`src/rtl/led_seq_pkg.sv`:
```
// led_seq_pkg: shared state encoding, code width and counter sizing for the LED sequencer.
package led_seq_pkg;

    typedef enum logic [2:0] {IDLE, ON, OFF, GAP, DONE} state_t;

    localparam int COUNT_W = 4;

    function automatic int cnt_w(input int div);
        return (div > 1) ? $clog2(div) : 1;
    endfunction

endpackage

```
`src/rtl/led_tick_gen.sv`:
```
// led_tick_gen: enabled modulo-DIV counter with synchronous clear and a single-cycle tick on its last count.
module led_tick_gen
    import led_seq_pkg::*;
#(
    parameter int DIV = 1
) (
    input  logic clk,
    input  logic reset,
    input  logic clear,
    input  logic en,
    output logic tick
);

    localparam int W = cnt_w(DIV);

    logic [W-1:0] cnt;

    assign tick = en && (cnt == W'(DIV - 1));

    always_ff @(posedge clk) begin
        if (reset || clear)
            cnt <= '0;
        else if (en)
            cnt <= tick ? '0 : cnt + 1'b1;
    end

endmodule

```
`src/rtl/led_blink_sequencer.sv`:
```
// led_blink_sequencer: fixed-priority arbiter sharing one LED between blink-code requesters, heartbeat when idle.
module led_blink_sequencer
    import led_seq_pkg::*;
#(
    parameter int NREQ      = 4,
    parameter int TICK_DIV  = 500,
    parameter int ON_TICKS  = 2,
    parameter int OFF_TICKS = 2,
    parameter int GAP_TICKS = 8,
    parameter int HB_TICKS  = 10
) (
    input  logic                      clk,
    input  logic                      reset,
    input  logic [NREQ-1:0]           req,
    input  logic [COUNT_W*NREQ-1:0]   count,
    output logic [NREQ-1:0]           grant,
    output logic [NREQ-1:0]           done,
    output logic                      busy,
    output logic                      led
);

    localparam int IDX_W  = (NREQ > 1) ? $clog2(NREQ) : 1;
    localparam int ON_OFF = (ON_TICKS > OFF_TICKS) ? ON_TICKS : OFF_TICKS;
    localparam int PH_W   = cnt_w((ON_OFF > GAP_TICKS) ? ON_OFF : GAP_TICKS);

    if (NREQ < 1 || NREQ > 8 || TICK_DIV < 1 || ON_TICKS < 1 || OFF_TICKS < 1 ||
        GAP_TICKS < 1 || HB_TICKS < 1) begin : g_bad_params
        $error("led_blink_sequencer: parameter out of range");
    end

    state_t             state;
    logic [IDX_W-1:0]   win;
    logic               any;
    logic [COUNT_W-1:0] code;
    logic [COUNT_W-1:0] rem;
    logic [PH_W-1:0]    ph;
    logic [PH_W-1:0]    lim;
    logic               tick;
    logic               hb_tick;
    logic               hb;
    logic               hold;
    logic               start;
    logic               last;
    logic               clear;

    always_comb begin
        win = '0;
        any = 1'b0;
        for (int i = NREQ - 1; i >= 0; i--)
            if (req[i]) begin
                win = IDX_W'(i);
                any = 1'b1;
            end
    end

    assign code  = count[win*COUNT_W +: COUNT_W];
    assign busy  = state != IDLE;
    assign start = state == IDLE && any && !hold;
    assign lim   = state == ON  ? PH_W'(ON_TICKS - 1) :
                   state == OFF ? PH_W'(OFF_TICKS - 1) : PH_W'(GAP_TICKS - 1);
    assign last  = tick && ph == lim && (state == ON || state == OFF || state == GAP);
    // Restarting the prescaler on every state change makes each phase an exact multiple of TICK_DIV.
    assign clear = start || last || state == DONE;

    led_tick_gen #(.DIV(TICK_DIV)) u_tick (
        .clk   (clk),
        .reset (reset),
        .clear (clear),
        .en    (1'b1),
        .tick  (tick)
    );

    led_tick_gen #(.DIV(HB_TICKS)) u_hb (
        .clk   (clk),
        .reset (reset),
        .clear (clear || state != IDLE),
        .en    (tick),
        .tick  (hb_tick)
    );

    always_ff @(posedge clk) begin
        if (reset) begin
            state <= IDLE;
            led   <= 1'b1;
            hb    <= 1'b1;
            grant <= '0;
            done  <= '0;
            ph    <= '0;
            rem   <= '0;
            hold  <= 1'b0;
        end else begin
            case (state)
                IDLE: begin
                    hold <= 1'b0;
                    ph   <= '0;
                    if (start) begin
                        rem   <= code;
                        grant <= NREQ'(1) << win;
                        state <= (code != '0) ? ON : DONE;
                        done  <= (code != '0) ? '0 : NREQ'(1) << win;
                        led   <= code != '0;
                    end else if (hb_tick) begin
                        hb  <= ~hb;
                        led <= ~hb;
                    end
                end
                ON, OFF, GAP: begin
                    if (tick)
                        ph <= last ? '0 : ph + 1'b1;
                    if (last) begin
                        if (state == ON) begin
                            rem   <= rem - 1'b1;
                            state <= (rem == COUNT_W'(1)) ? GAP : OFF;
                            led   <= 1'b0;
                        end else if (state == OFF) begin
                            state <= ON;
                            led   <= 1'b1;
                        end else begin
                            state <= DONE;
                            done  <= grant;
                        end
                    end
                end
                DONE: begin
                    // Holdoff gives the served requester one cycle to drop req before re-arbitration.
                    state <= IDLE;
                    done  <= '0;
                    grant <= '0;
                    led   <= 1'b1;
                    hb    <= 1'b1;
                    hold  <= 1'b1;
                end
                default: state <= IDLE;
            endcase
        end
    end

    assert property (@(posedge clk) disable iff (reset) $onehot0(grant));
    assert property (@(posedge clk) disable iff (reset) (done != '0) |-> (state == DONE));

endmodule

```
`config.mk`:
```
export PLATFORM = sky130hd
export DESIGN_NAME = led_blink_sequencer
export DESIGN_NICKNAME = d
export VERILOG_FILES = /design/src/rtl/led_seq_pkg.sv /design/src/rtl/led_tick_gen.sv /design/src/rtl/led_blink_sequencer.sv
export SDC_FILE = /design/constraint.sdc
export NUM_CORES = 1
export LEC_CHECK = 0
export ABC_AREA = 1
export BUFFER_PORTS_ARGS = -buffer_cell sky130_fd_sc_hd__clkbuf_2
export CAP_MARGIN = 10
export CORE_AREA = 2 2 78 73
export DETAILED_ROUTE_END_ITERATION = 16
export DIE_AREA = 0 0 80 75
export PLACE_DENSITY = 0.62
export REMOVE_ABC_BUFFERS = 1
export SETUP_SLACK_MARGIN = 0.5
export SLEW_MARGIN = 20
export SYNTH_ARGS = -nofsm -noshare
export SYNTH_HDL_FRONTEND = slang
export SYNTH_HIERARCHICAL = 1
export SYNTH_SLANG_ARGS = --single-unit
```
`constraint.sdc`:
```
create_clock -name clk -period 2.2 [get_ports clk]
set_clock_uncertainty 0.05 [all_clocks]
set_input_delay 0.11 -clock clk [delete_from_list [all_inputs] [get_ports clk]]
set_output_delay 0.11 -clock clk [all_outputs]
set_load 0.1 [all_outputs]
```
[After elaboration in Yosys (flattened, before gate mapping)]
Cells that the tools add are included.
Cells by class
  equal/unequal tests: 18
  reduce and logical (&&, ||, !) cells: 28
  muxes and demuxes: 42
  $add $sub $neg: 4
  shifts and indexed selects: 2
  bitwise logic cells: 1
Operator list (number)
  4-bit 2-to-1 mux: 10
  3-bit 2-to-1 mux: 9
  4-bit case mux with 2 select lines: 2
  16-bit by 5-bit variable part select with 4-bit output: 1
  2-bit inequality test (second input constant): 7
  3-bit case mux with 2 select lines: 2
  4-bit case mux with 3 select lines: 1
  1-bit 2-to-1 mux: 11
  9-bit by 1-bit adder with 9-bit output (second input constant): 1
  9-bit equality test (second input constant): 1
  2-bit 2-to-1 mux: 4
  4-bit AND reduction: 2
  1-bit logical OR: 7
  3-bit by 2-bit equality test with 1-bit output (second input constant): 2
  2-bit AND reduction: 3
  3-bit nonzero test: 2
  1-bit logical AND: 5
  5-bit AND reduction: 1
  4-bit by 1-bit adder with 4-bit output (second input constant): 1
  4-bit by 1-bit equality test with 1-bit output (second input constant): 1
  4-bit equality test (second input constant): 1
  1-bit case mux with 2 select lines: 2
  2-bit nonzero test: 2
  4-bit nonzero test: 1
  16 further kinds: 16
Word-level totals
  flip-flop bits (word level): 34
  input bits: 22

[Logic depth before layout (Yosys ltp)]
  depth after elaboration: 10
  gate-level depth with buffers: 13
  depth with buffers taken out: 13

[Modules after synthesis]
The synthesis kept the hierarchy.
Modules (own cells, without submodules)
  led_blink_sequencer: area each 1520.2 um^2, instances 1, seq. area each 420.4 um^2, cells each 247
  led_tick_gen (u_tick): area each 518.0 um^2, instances 1, seq. area each 180.2 um^2, cells each 72
  led_tick_gen (u_hb): area each 229.0 um^2, instances 1, seq. area each 80.1 um^2, cells each 33

[Worst setup path after synthesis]
Ideal clock, no wire load.
  kind: reg-to-reg
  from: reg state[1]
  to: reg done[0]
  period minus slack after synthesis: 2.022 ns
  cell stages (with the launch flop): 10
  library setup time: 0.116 ns
  setup slack: 0.178 ns
  data arrival time: 1.857 ns
  data required time: 2.034 ns
  path through: dfxtp_1 inv_2 nand2_4 nor2_4 inv_1 nor2_1 nor2_2 nand2_4 nor2_1 a21oi_2
Between the ends
  longest elaborated chain between the ends: 8
  elaborated cells between the ends (all ways): 22
  those cells by class: eq/ne (9); mux (3); reduce/logical (10)
RTL lines
  start, declared: RTL line led_blink_sequencer.sv:31  | state_t state;
  start signal, assigned: RTL line led_blink_sequencer.sv:99  | state <= (code != '0) ? ON : DONE;
  start signal, assigned: RTL line led_blink_sequencer.sv:113  | state <= (rem == COUNT_W'(1)) ? GAP : OFF;
  3-bit by 2-bit equality test with 1-bit output
  3-bit 2-to-1 mux: RTL line led_blink_sequencer.sv:60  | state == OFF ? PH_W'(OFF_TICKS - 1) : PH_W'(GAP_TICKS - 1);
  3-bit 2-to-1 mux: RTL line led_blink_sequencer.sv:59  | assign lim = state == ON ? PH_W'(ON_TICKS - 1) :
  3-bit equality test: RTL line led_blink_sequencer.sv:61  | assign last = tick && ph == lim && (state == ON || state == OFF || state == GAP);
  1-bit logical AND (2 in a row): RTL line led_blink_sequencer.sv:61
  2-bit inequality test (no line)
  5-bit AND reduction (no line)
  end signal, assigned: RTL line led_blink_sequencer.sv:100  | done <= (code != '0) ? '0 : NREQ'(1) << win;
  end signal, assigned: RTL line led_blink_sequencer.sv:120  | done <= grant;
  end, declared: RTL line led_blink_sequencer.sv:17  | output logic [NREQ-1:0] done,
Parallel ways exist; a longest one is shown, timed or not.
A chain may end at the register's enable or synchronous reset.

[Final worst setup path]
  from: reg state[1]
  to: reg u_tick.cnt[2]
Between the ends
  longest elaborated chain between the ends: 10
  elaborated cells between the ends (all ways): 18
  those cells by class: eq/ne (5); mux (2); reduce/logical (11)
RTL lines
  3-bit by 2-bit equality test with 1-bit output: RTL line led_blink_sequencer.sv:60, led_blink_sequencer.sv:61
  3-bit 2-to-1 mux: RTL line led_blink_sequencer.sv:60
  3-bit 2-to-1 mux: RTL line led_blink_sequencer.sv:59
  3-bit equality test: RTL line led_blink_sequencer.sv:61
  1-bit logical AND (2 in a row): RTL line led_blink_sequencer.sv:61
  1-bit logical OR: RTL line led_blink_sequencer.sv:63  | assign clear = start || last || state == DONE;
  1-bit logical OR (*): RTL line led_blink_sequencer.sv:63
  named net clear: RTL line led_blink_sequencer.sv:44  | logic clear;
  1-bit logical OR (*): RTL line led_tick_gen.sv:21  | if (reset || clear)
  2-bit OR reduction (no line) (*)
  end signal, assigned: RTL line led_tick_gen.sv:24  | cnt <= tick ? '0 : cnt + 1'b1;
  end, declared: RTL line led_tick_gen.sv:16  | logic [W-1:0] cnt;
The timed path passes the listed nets; every way through them passes the cells marked *.

==> run metrics <==
Mapped Avg Cell Area 6.441 um2; Post-Synthesis Cell Area 2267 um2; worst hold slack 0.1636 ns; cell accounting for the most synthesized area dfxtp_1; via count 2,270; critical path launch point type flop; largest net degree at the start of global routing 14; I/O Buffers 31; vias in the first global route 1,931; reg2reg end u_tick/cnt[2]; fin area 2935 um2; FFs w/ async S/R, synth 0%; clk slew on worst S/H paths 0.07 ns; main area contributors after synthesis dfxtp_1 30%, nand2_1 16%, inv_1 8.9%; gr ovfl total 0; ANT nets after route 0; hold_buf cts 0; R2R depth 11; Total GRT Usage 17.79%; die width 80 um; die span in y 75 um; Primary FF master, synth dfxtp_1; Pleak 1.371 nW; CTS root buffer clkbuf_8; top post-synthesis cells by count 96 x nand2_1, 54 x inv_1, 37 x nor2_1; Placed Cells 453; Nets 440; unrepaired setup endpoints after global routing true; Die Area 6000 um2; sequential share of the synthesized area 30.02%; Power Dens Cells 1175 nW/um2; Max Clock Freq 607.3 MHz; Reg power frac 24.3%; Longest Clk Path Bufs 2; H-tree levels 2; CP endpoint u_tick/cnt[2]; Seq cells post-synth 34; Final Cycle Share 74.85%; Psw 0.001741 W; Comb pwr share 62.0%; Skew-Pair Late Insertion Delay 0.28 ns; drt via density 4.729; I/O pin count 32; Pwr Total 0.003448 W; Switching Fraction 50.49%; area share of the largest cell type after synthesis 30.02%; Placer Congestion 0.8511; DR DRC count 0; R2R Setup Slk 0.55 ns; Synth Instances 352; Crit. End Element flop; Num CTS Buffers 5; top-count cell post-synth nand2_1; Distinct cells, synth 34; Setup Crit Path Kind flop to flop; Reg-to-Reg Start state[1]; status finished clean; drt first pass iters 4; Final setup viols 0; antenna violations before repair 0; antenna cells 0; Slew Viols, Final 0; P&R area growth vs syn 29.47%; WL final 5209 um; Std-Cell Rows 25; Worst Max-Slew Pin Slew 0.5455 ns; Clk network pwr share 13.8%; WP data required 2.34 ns; minimum clock period 1.647 ns; DRT iter0 DRCs 89; relative slew slack 63.79%; Post-synth EDFFs 0; post-route insts no fill 480; Initial Utilization 44.20%; drt wl/cell 10.85 um; Placement Cell Area 2517 um2; Ys Warns 6; Data arrival, critical path 1.79 ns; Sink Count 34; peak supply drop 1.000 mV; post-DP HPWL 3723 um; CP Max Fanout 8; Hold Path Class input port to flop; final hold vios 0; first-pass GRT wire length 8431 um; internal power contribution 0.001707 W; Max-Cap Viols 0; Worst Setup SP state[1]; TNS Setup 0 ns; CORE AREA 5130 um2; CTS tree done; proportion of layout cells with a drive suffix above 1 32.20%
## through the flow
| step | setup WS (ns) | utilization (%) |
|---|---|---|
| after floorplan | 0.1775 | - |
| after global placement | 0.2824 | 49.07 |
| after detailed placement | 0.2209 | 49.07 |
| after CTS | 0.4828 | 52.78 |
| after global routing | 0.4488 | 57.22 |
| final | 0.5534 | 57.22 |
## kinds of logic (layout without fill, tap and decap cells)
group	count (synthesis)	count (layout)	synth area share, %
buffers and inverters	63	119	10.43
AO/OA/AOI/OAI	41	41	11.31
flip-flops	34	34	30.02
adder cells (fa/ha/maj)	6	6	3.311
AND/OR/NAND/NOR	204	204	43.60
other	1	6	0.1654
XOR/XNOR	3	3	1.159
## what timing repair did
item | 4_1_cts | 5_1_grt
buffers inserted | 7 | 12
gates resized for setup | 17 | 36
endpoints found under the setup margin | 26 | 28
hold endpoints to repair | 0 | 0
pin swaps | 7 | 12
## power by group through the flow
stage | combinational [W] | sequential, W | clock (W)
finish | 0.00214 | 0.000836 | 0.000475
global route | 0.00232 | 0.000850 | 0.000519
CTS | 0.00176 | 0.000824 | 0.000495
detailed placement | 0.00166 | 0.000823 | 0
global placement | 0.00166 | 0.000820 | 0
floorplan | 0.00108 | 0.00109 | 0
## worst min-delay path by stage
stage / start / end / slack, ns / cells after the start
after detailed placement: grant[2] / grant[2] / 0.42 / 2
after global routing: req[2] / grant[2] / 0.19 / 5
final: req[2] / done[2] / 0.16 / 5
after CTS: req[2] / grant[2] / 0.15 / 5
after floorplan: reset / rem[2] / 0.12 / 1
after global placement: rem[1] / rem[1] / 0.42 / 2
## cell usage in the layout (no fill, tap or decap), types with 10 or more instances in the layout
cell / count
nor2_4: 11
clkbuf_2: 30
nand3_1: 32
dfxtp_1: 26
nand2_2: 11
buf_4: 18
nand2_1: 89
a21oi_1: 15
nor2_1: 30
nor2_2: 10
inv_1: 50
## routing by layer
metal	track usage (%)	wire, um	vias up
li1	-	-	1217
met4	4.708	82	0
met1	24.93	2596	1008
met5	0	0	-
met3	4.197	213	10
met2	27.78	2317	35
## final cells by class
class | count | area, um2
clock buffer | 7 | 86.33
sequential | 34 | 700.7
clock inverter | 1 | 5.005
fill | 494 | 2195
multi-input combinational | 260 | 1505
inverter | 61 | 241.5
tap | 67 | 83.83
timing repair buffer | 50 | 312.8
## registers in the layout, summed over array words and instances, names as in the netlist
signal,count
u_tick/cnt,9
done,4
grant,4
rem,4
u_hb/cnt,4
ph,3
state,3
hb,1
hold,1
led,1
## critical path, cell delays in order, from the launching register on
cell	delay, ns
dfxtp_4	0.42
inv_8	0.06
nand2_8	0.08
nor2_4	0.06
nand2_2	0.08
nor2_4	0.05
buf_12	0.13
nor2_2	0.13
nand2_2	0.08
nor2_4	0.15
nand2_4	0.11
nor3_1	0.15
Power figures use the tool's default switching activity.
